### src/rtl/obstacle_gen.sv
// obstacle_gen: ten-slot obstacle spawner/scroller driven by a frame-tick prescaler.
// Define OBSTACLE_GEN_SPEEDUP_EN to add a speed register that rises every 8 spawns.
module obstacle_gen #(
    parameter int unsigned TICK_DIV  = 1666667,
    parameter int unsigned SCREEN_W  = 640,
    parameter int unsigned SCREEN_H  = 480,
    parameter int unsigned OBS_W     = 40,
    parameter int unsigned GAP_TICKS = 90,
    parameter int unsigned MIN_H     = 40,
    parameter int unsigned SPEED     = 2,
    parameter logic [15:0] LFSR_SEED = 16'hACE1
) (
    input  logic         clk,
    input  logic         rst,
    input  logic [1:0]   gamemode,
    output logic [199:0] obstacle_x,
    output logic [179:0] obstacle_y,
    output logic [9:0]   active_mask,
    output logic         tick
);
    localparam int unsigned NSLOT = 10;
    localparam int unsigned PW = (TICK_DIV > 1) ? $clog2(TICK_DIV) : 1;
    localparam int unsigned GW = (GAP_TICKS > 1) ? $clog2(GAP_TICKS) : 1;
    localparam logic [PW-1:0] PRESC_LAST = PW'(TICK_DIV - 1);
    localparam logic [GW-1:0] GAP_LAST   = GW'(GAP_TICKS - 1);
    localparam logic [15:0]   SEED       = (LFSR_SEED == 16'h0) ? 16'h1 : LFSR_SEED;
    localparam logic [9:0]    SPAWN_XL   = 10'(SCREEN_W);
    localparam logic [9:0]    SPAWN_XR   = 10'(SCREEN_W + OBS_W);
    localparam logic [9:0]    SCR_H      = 10'(SCREEN_H);
    localparam logic [9:0]    MINH       = 10'(MIN_H);

    typedef enum logic [1:0] {
        MODE_INIT  = 2'b00,
        MODE_RUN   = 2'b01,
        MODE_PAUSE = 2'b10,
        MODE_END   = 2'b11
    } mode_e;

    mode_e mode;
    assign mode = mode_e'(gamemode);

    logic [15:0]    lfsr_q, lfsr_d;
    logic [PW-1:0]  presc_q, presc_d;
    logic [GW-1:0]  gap_q, gap_d;
    logic           tick_q, tick_d;
    logic [199:0]   x_q, x_d;
    logic [179:0]   y_q, y_d;
    logic [9:0]     mask_q, mask_d;

    logic           fire, spawned, found;
    logic [3:0]     sel;
    logic [9:0]     spd, xr, xl, h, raw, y_top, y_bot;

`ifdef OBSTACLE_GEN_SPEEDUP_EN
    localparam logic [3:0] SPEED4 = 4'(SPEED);
    logic [3:0] speed_q, speed_d;
    logic [2:0] tally_q, tally_d;
    assign spd = {6'b0, speed_q};
`else
    assign spd = 10'(SPEED);
`endif

    // Geometry for a spawn this cycle; all y math stays 10 bits so raw+h cannot wrap.
    always_comb begin
        h     = MINH + {3'b0, lfsr_q[6:0]};
        raw   = {1'b0, lfsr_q[15:7]};
        y_top = ((raw + h) <= SCR_H) ? raw : (SCR_H - h);
        y_bot = y_top + h;
    end

    // Lowest slot free before this tick; scanning downward lets the lowest index win.
    always_comb begin
        sel   = '0;
        found = 1'b0;
        for (int unsigned i = NSLOT; i > 0; i--) begin
            if (!mask_q[i-1]) begin
                sel   = 4'(i - 1);
                found = 1'b1;
            end
        end
    end

    always_comb begin
        lfsr_d  = {1'b0, lfsr_q[15:1]} ^ (lfsr_q[0] ? 16'hB400 : 16'h0000);
        presc_d = presc_q;
        gap_d   = gap_q;
        tick_d  = tick_q;
        x_d     = x_q;
        y_d     = y_q;
        mask_d  = mask_q;
        fire    = 1'b0;
        spawned = 1'b0;
        xr      = '0;
        xl      = '0;

        case (mode)
            MODE_INIT: begin
                presc_d = '0;
                gap_d   = '0;
                tick_d  = 1'b0;
                x_d     = '0;
                y_d     = '0;
                mask_d  = '0;
            end
            MODE_RUN: begin
                if (presc_q == PRESC_LAST) begin
                    presc_d = '0;
                    fire    = 1'b1;
                end else begin
                    presc_d = presc_q + 1'b1;
                end
                tick_d = (presc_d == PRESC_LAST);
            end
            default: ;
        endcase

        if (fire) begin
            for (int unsigned i = 0; i < NSLOT; i++) begin
                if (mask_q[i]) begin
                    xr = x_q[20*i +: 10];
                    xl = x_q[20*i+10 +: 10];
                    if (xr <= spd) begin
                        x_d[20*i +: 20] = '0;
                        y_d[18*i +: 18] = '0;
                        mask_d[i]       = 1'b0;
                    end else begin
                        x_d[20*i +: 10]    = xr - spd;
                        x_d[20*i+10 +: 10] = (xl > spd) ? (xl - spd) : '0;
                    end
                end
            end
            if (gap_q == GAP_LAST) begin
                gap_d   = '0;
                spawned = found;
                for (int unsigned i = 0; i < NSLOT; i++) begin
                    if (found && sel == 4'(i)) begin
                        x_d[20*i +: 20] = {SPAWN_XL, SPAWN_XR};
                        y_d[18*i +: 18] = {y_top[8:0], y_bot[8:0]};
                        mask_d[i]       = 1'b1;
                    end
                end
            end else begin
                gap_d = gap_q + 1'b1;
            end
        end
    end

`ifdef OBSTACLE_GEN_SPEEDUP_EN
    always_comb begin
        speed_d = speed_q;
        tally_d = tally_q;
        if (mode == MODE_INIT) begin
            speed_d = SPEED4;
            tally_d = '0;
        end else if (spawned) begin
            tally_d = tally_q + 1'b1;
            if (tally_q == 3'd7 && speed_q < 4'd8) begin
                speed_d = speed_q + 1'b1;
            end
        end
    end

    always_ff @(posedge clk) begin
        if (rst) begin
            speed_q <= SPEED4;
            tally_q <= '0;
        end else begin
            speed_q <= speed_d;
            tally_q <= tally_d;
        end
    end
`endif

    always_ff @(posedge clk) begin
        if (rst) begin
            lfsr_q  <= SEED;
            presc_q <= '0;
            gap_q   <= '0;
            tick_q  <= 1'b0;
            x_q     <= '0;
            y_q     <= '0;
            mask_q  <= '0;
        end else begin
            lfsr_q  <= lfsr_d;
            presc_q <= presc_d;
            gap_q   <= gap_d;
            tick_q  <= tick_d;
            x_q     <= x_d;
            y_q     <= y_d;
            mask_q  <= mask_d;
        end
    end

    assign obstacle_x  = x_q;
    assign obstacle_y  = y_q;
    assign active_mask = mask_q;
    assign tick        = tick_q;

endmodule

### config.mk
export PLATFORM = sky130hd
export DESIGN_NAME = obstacle_gen
export DESIGN_NICKNAME = d
export VERILOG_FILES = /design/src/rtl/obstacle_gen.sv
export SDC_FILE = /design/constraint.sdc
export NUM_CORES = 1
export LEC_CHECK = 0
export ABC_AREA = 1
export CAP_MARGIN = 20
export CORE_UTILIZATION = 45
export CTS_CLUSTER_SIZE = 16
export DETAILED_ROUTE_END_ITERATION = 10
export PLACE_DENSITY = 0.69
export SLEW_MARGIN = 20
export SYNTH_ARGS = -nofsm -noshare
export SYNTH_HDL_FRONTEND = slang
export SYNTH_SLANG_ARGS = --single-unit
### constraint.sdc
create_clock -name clk -period 5.5 [get_ports clk]
set_input_delay 1.1 -clock clk [delete_from_list [all_inputs] [get_ports clk]]
set_output_delay 1.1 -clock clk [all_outputs]
set_load 0.005 [all_outputs]
==> metrics <==
status finished, final reports clean; CP Capture Type register; grt total ovfl 0; Leak 0.0117 uW; fraction of layout cells with a size suffix above 1 ~4.7%; Power Dens Cells approximately 240 mW/mm^2; number of synthesized flops with an enable pin 0; Vias/cell 5.60; clk_lat worst skew between 0.6 and 0.7 ns; Reg-to-Reg End obstacle_y[62]; combinational power share around a tenth; clock-pin slew on the worst setup and hold paths approximately 0.060 ns; post-DP HPWL around 64 mm; first drt pass iteration count 6; dpl cell area approximately 0.029 mm^2; GR Util All Layers 32.2%; Row Count 85; Final Cycle Share 91.2%; Syn Area/Cell between 6 and 7 um^2; # Max-Cap Violations 0; first-pass GRT wire length 142 mm; Final Max Slew Viols 0; Critical Path Start Type register; CP Class register to register; clk_skew 0.0333 ns; WL/cell approximately 19 um; Mapped Area ~0.025 mm^2; initial antenna violation count 0; Worst Hold Depth 2; Layout area overhead 24.7%; Iteration-0 DRC Markers ~2,500; Max Freq approximately 200 MHz; vias in the first global route around 25,000; CTS tree yes; RSZ-0062 raised after global routing no; DRC Markers 0; core area 0.0540 mm^2; Synthesized Nets approximately 3,800; CP arrival ~5.5 ns; final net count approximately 4,000; root buffer cell clkbuf_16; Synth async-reset ratio 0%; initial core utilization between 40 and 50%; R2R setup slack 0.48 ns; most used flip-flop cell after synthesis dfxtp_1; Routed Antenna Nets 0; Slew @ Worst Pin approximately 1 ns; gpl congestion roughly 0.96; largest net degree at the start of global routing 176; I/O Buffers around 390; P_sw 2000 uW; Sw Ratio between 20% and 30%; H-tree Lvls 2; most frequent cells in the layout 950 x nand2_1, 435 x dfxtp_1, 411 x inv_1; synth warn 0; Clock Power Share between 40% and 50%; Rel. slew slack a little under a third; Hold Crit Start lfsr_q[6]; Power Internal 5440 uW; die area approximately 0.056 mm^2; worst reg2reg startpoint lfsr_q[3]; setup violation total in the final timing report 0; post-synth cell types 63; Setup TNS 0 ns; vias post-DR approximately 27,000; Routed WL around 93 mm; hold slack final between 0.4 and 0.5 ns; die width about 240 um; Synth Instances around 3,800; Final Util a little under three fifths; io pins 395; most common cell after layout, fill and taps aside nand2_1; sink of the worst hold path lfsr_q[5]; #FFs+latches synth between 400 and 500; Sequential Power Share 42.6%; Final Hold Viols 0; Max Root-Sink Buffers 3; crit path time final around 5 ns; R2R cell count 27; Worst EP required about 6.0 ns; Clock Sinks around 440; Design Area, Final 0.0307 mm^2; Fillers 5,223; total CTS buffers 50; critical path fanouts, max 11; Ant. Diodes 0; DIE HEIGHT about 240 um; sequential share of the synthesized area 35.3%; Worst VDD drop about 0.21 mV; worst min path class register to register
## what timing repair did
action                                  in CTS  in global routing
hold endpoints to repair                     0                  0
resized for setup                            0                  1
hold buffers                                 0                  0
endpoints found under the setup margin       0                  8
buffers inserted                             0                  0
## power groups by stage
stage	Combinational, uW	Clock, uW	Sequential [uW]
after global routing	780	3710	3170
after floorplan	446	0	3230
final	731	3540	3170
after global placement	710	0	3240
after CTS	715	3590	3170
after detailed placement	712	0	3240
## registers in the layout (all words and copies together), names as in the netlist
name,cells
lfsr_q,16
obstacle_x,200
presc_q,21
tick,1
active_mask,10
obstacle_y,180
gap_q,7
## per-layer routing
layer / up-vias / wire [um] / GRT usage [%]
met2: 1149 / 41500 / 51.2
met1: 12500 / 39300 / 42.6
met4: 0 / 3610 / 13.1
met3: 180 / 8150 / 6.28
li1: 13000 / - / -
met5: - / 0 / 0
## metrics by stage
| step | std cells | setup slack (ns) | power (uW) |
|---|---|---|---|
| after floorplan | 3767 | 1.33 | 3680 |
| after global placement | 4713 | 0.470 | 3950 |
| after detailed placement | 4713 | 0.416 | 3950 |
| after CTS | 4804 | 0.418 | 7470 |
| after global routing | 4804 | 0.0240 | 7660 |
| final | 4804 | 0.483 | 7450 |
## layout make-up
class / instances / area, um^2 / area share (%)
Tap cell: 696 / 871 / 2.83
Multi-Input combinational cell: 2720 / 13500 / 44.0
Inverter: 433 / 1630 / 5.31
Clock buffer: 76 / 1540 / 5.01
Sequential cell: 435 / 8710 / 28.3
Clock inverter: 15 / 211 / 0.688
Timing Repair Buffer: 429 / 4260 / 13.9
## worst max path at each step
stage,slack [ns],cells after the start,start,to
6_report,0.48,27,lfsr_q[3],obstacle_y[62]
5_1_grt,0.02,25,lfsr_q[3],obstacle_y[62]
4_1_cts,0.42,27,lfsr_q[3],obstacle_y[62]
3_5_place_dp,0.42,27,lfsr_q[3],obstacle_y[62]
3_3_place_gp,0.47,25,lfsr_q[3],obstacle_y[62]
2_1_floorplan,1.33,23,lfsr_q[3],obstacle_y[62]
## cell families (layout without fill, tap and decap cells)
family                     count (synthesis)  count (layout)  synth area share, %
AOI/OAI and AO/OA                        782             782                 17.7
DFF                                      435             435                 35.3
adders and majority gates                 46              46                 2.39
and+or+nand+nor                         1795            1795                 31.3
xor gates and xnor gates                  97              97                 3.44
buffers and inverters                    612             953                 9.92
## synth_stat cells, types with 44 or more instances
master    instances  area (um^2)
o22ai_1          51          319
buf_2            58          290
dfxtp_1         435         8710
inv_1           411         1540
nand4_1          44          275
nor3_1           60          300
nand3_1         337         1690
nand2_1         951         3570
a21oi_1         392         1960
ha_1             44          551
nor2_1          323         1210
a31oi_1          49          307
xor2_1           81          709
clkbuf_1         90          338
o21ai_0         176          881
## critical path, cell delays in order (launching register included)
cell and delay, ns:
dfxtp_1 0.38, inv_1 0.13, o21ai_0 0.23, xor2_1 0.24, inv_1 0.17, ha_1 0.33, nand2_1 0.10, nor2_1 0.05
nor2_1 0.12, nand2_1 0.06, nand2_1 0.07, nand2_1 0.06, inv_1 0.06, nand3_2 0.23, nand2_4 0.20, nand2_1 0.27
and2_1 0.24, ha_1 0.35, nand2_1 0.09, nand2_1 0.06, nand2_1 0.06, nand3_1 0.13, a21o_1 0.20, a21oi_1 0.22
nand3_1 0.32, and2_1 0.30, o21ai_0 0.18, inv_1 0.06
Note: power is estimated with default switching activity, not from simulation.
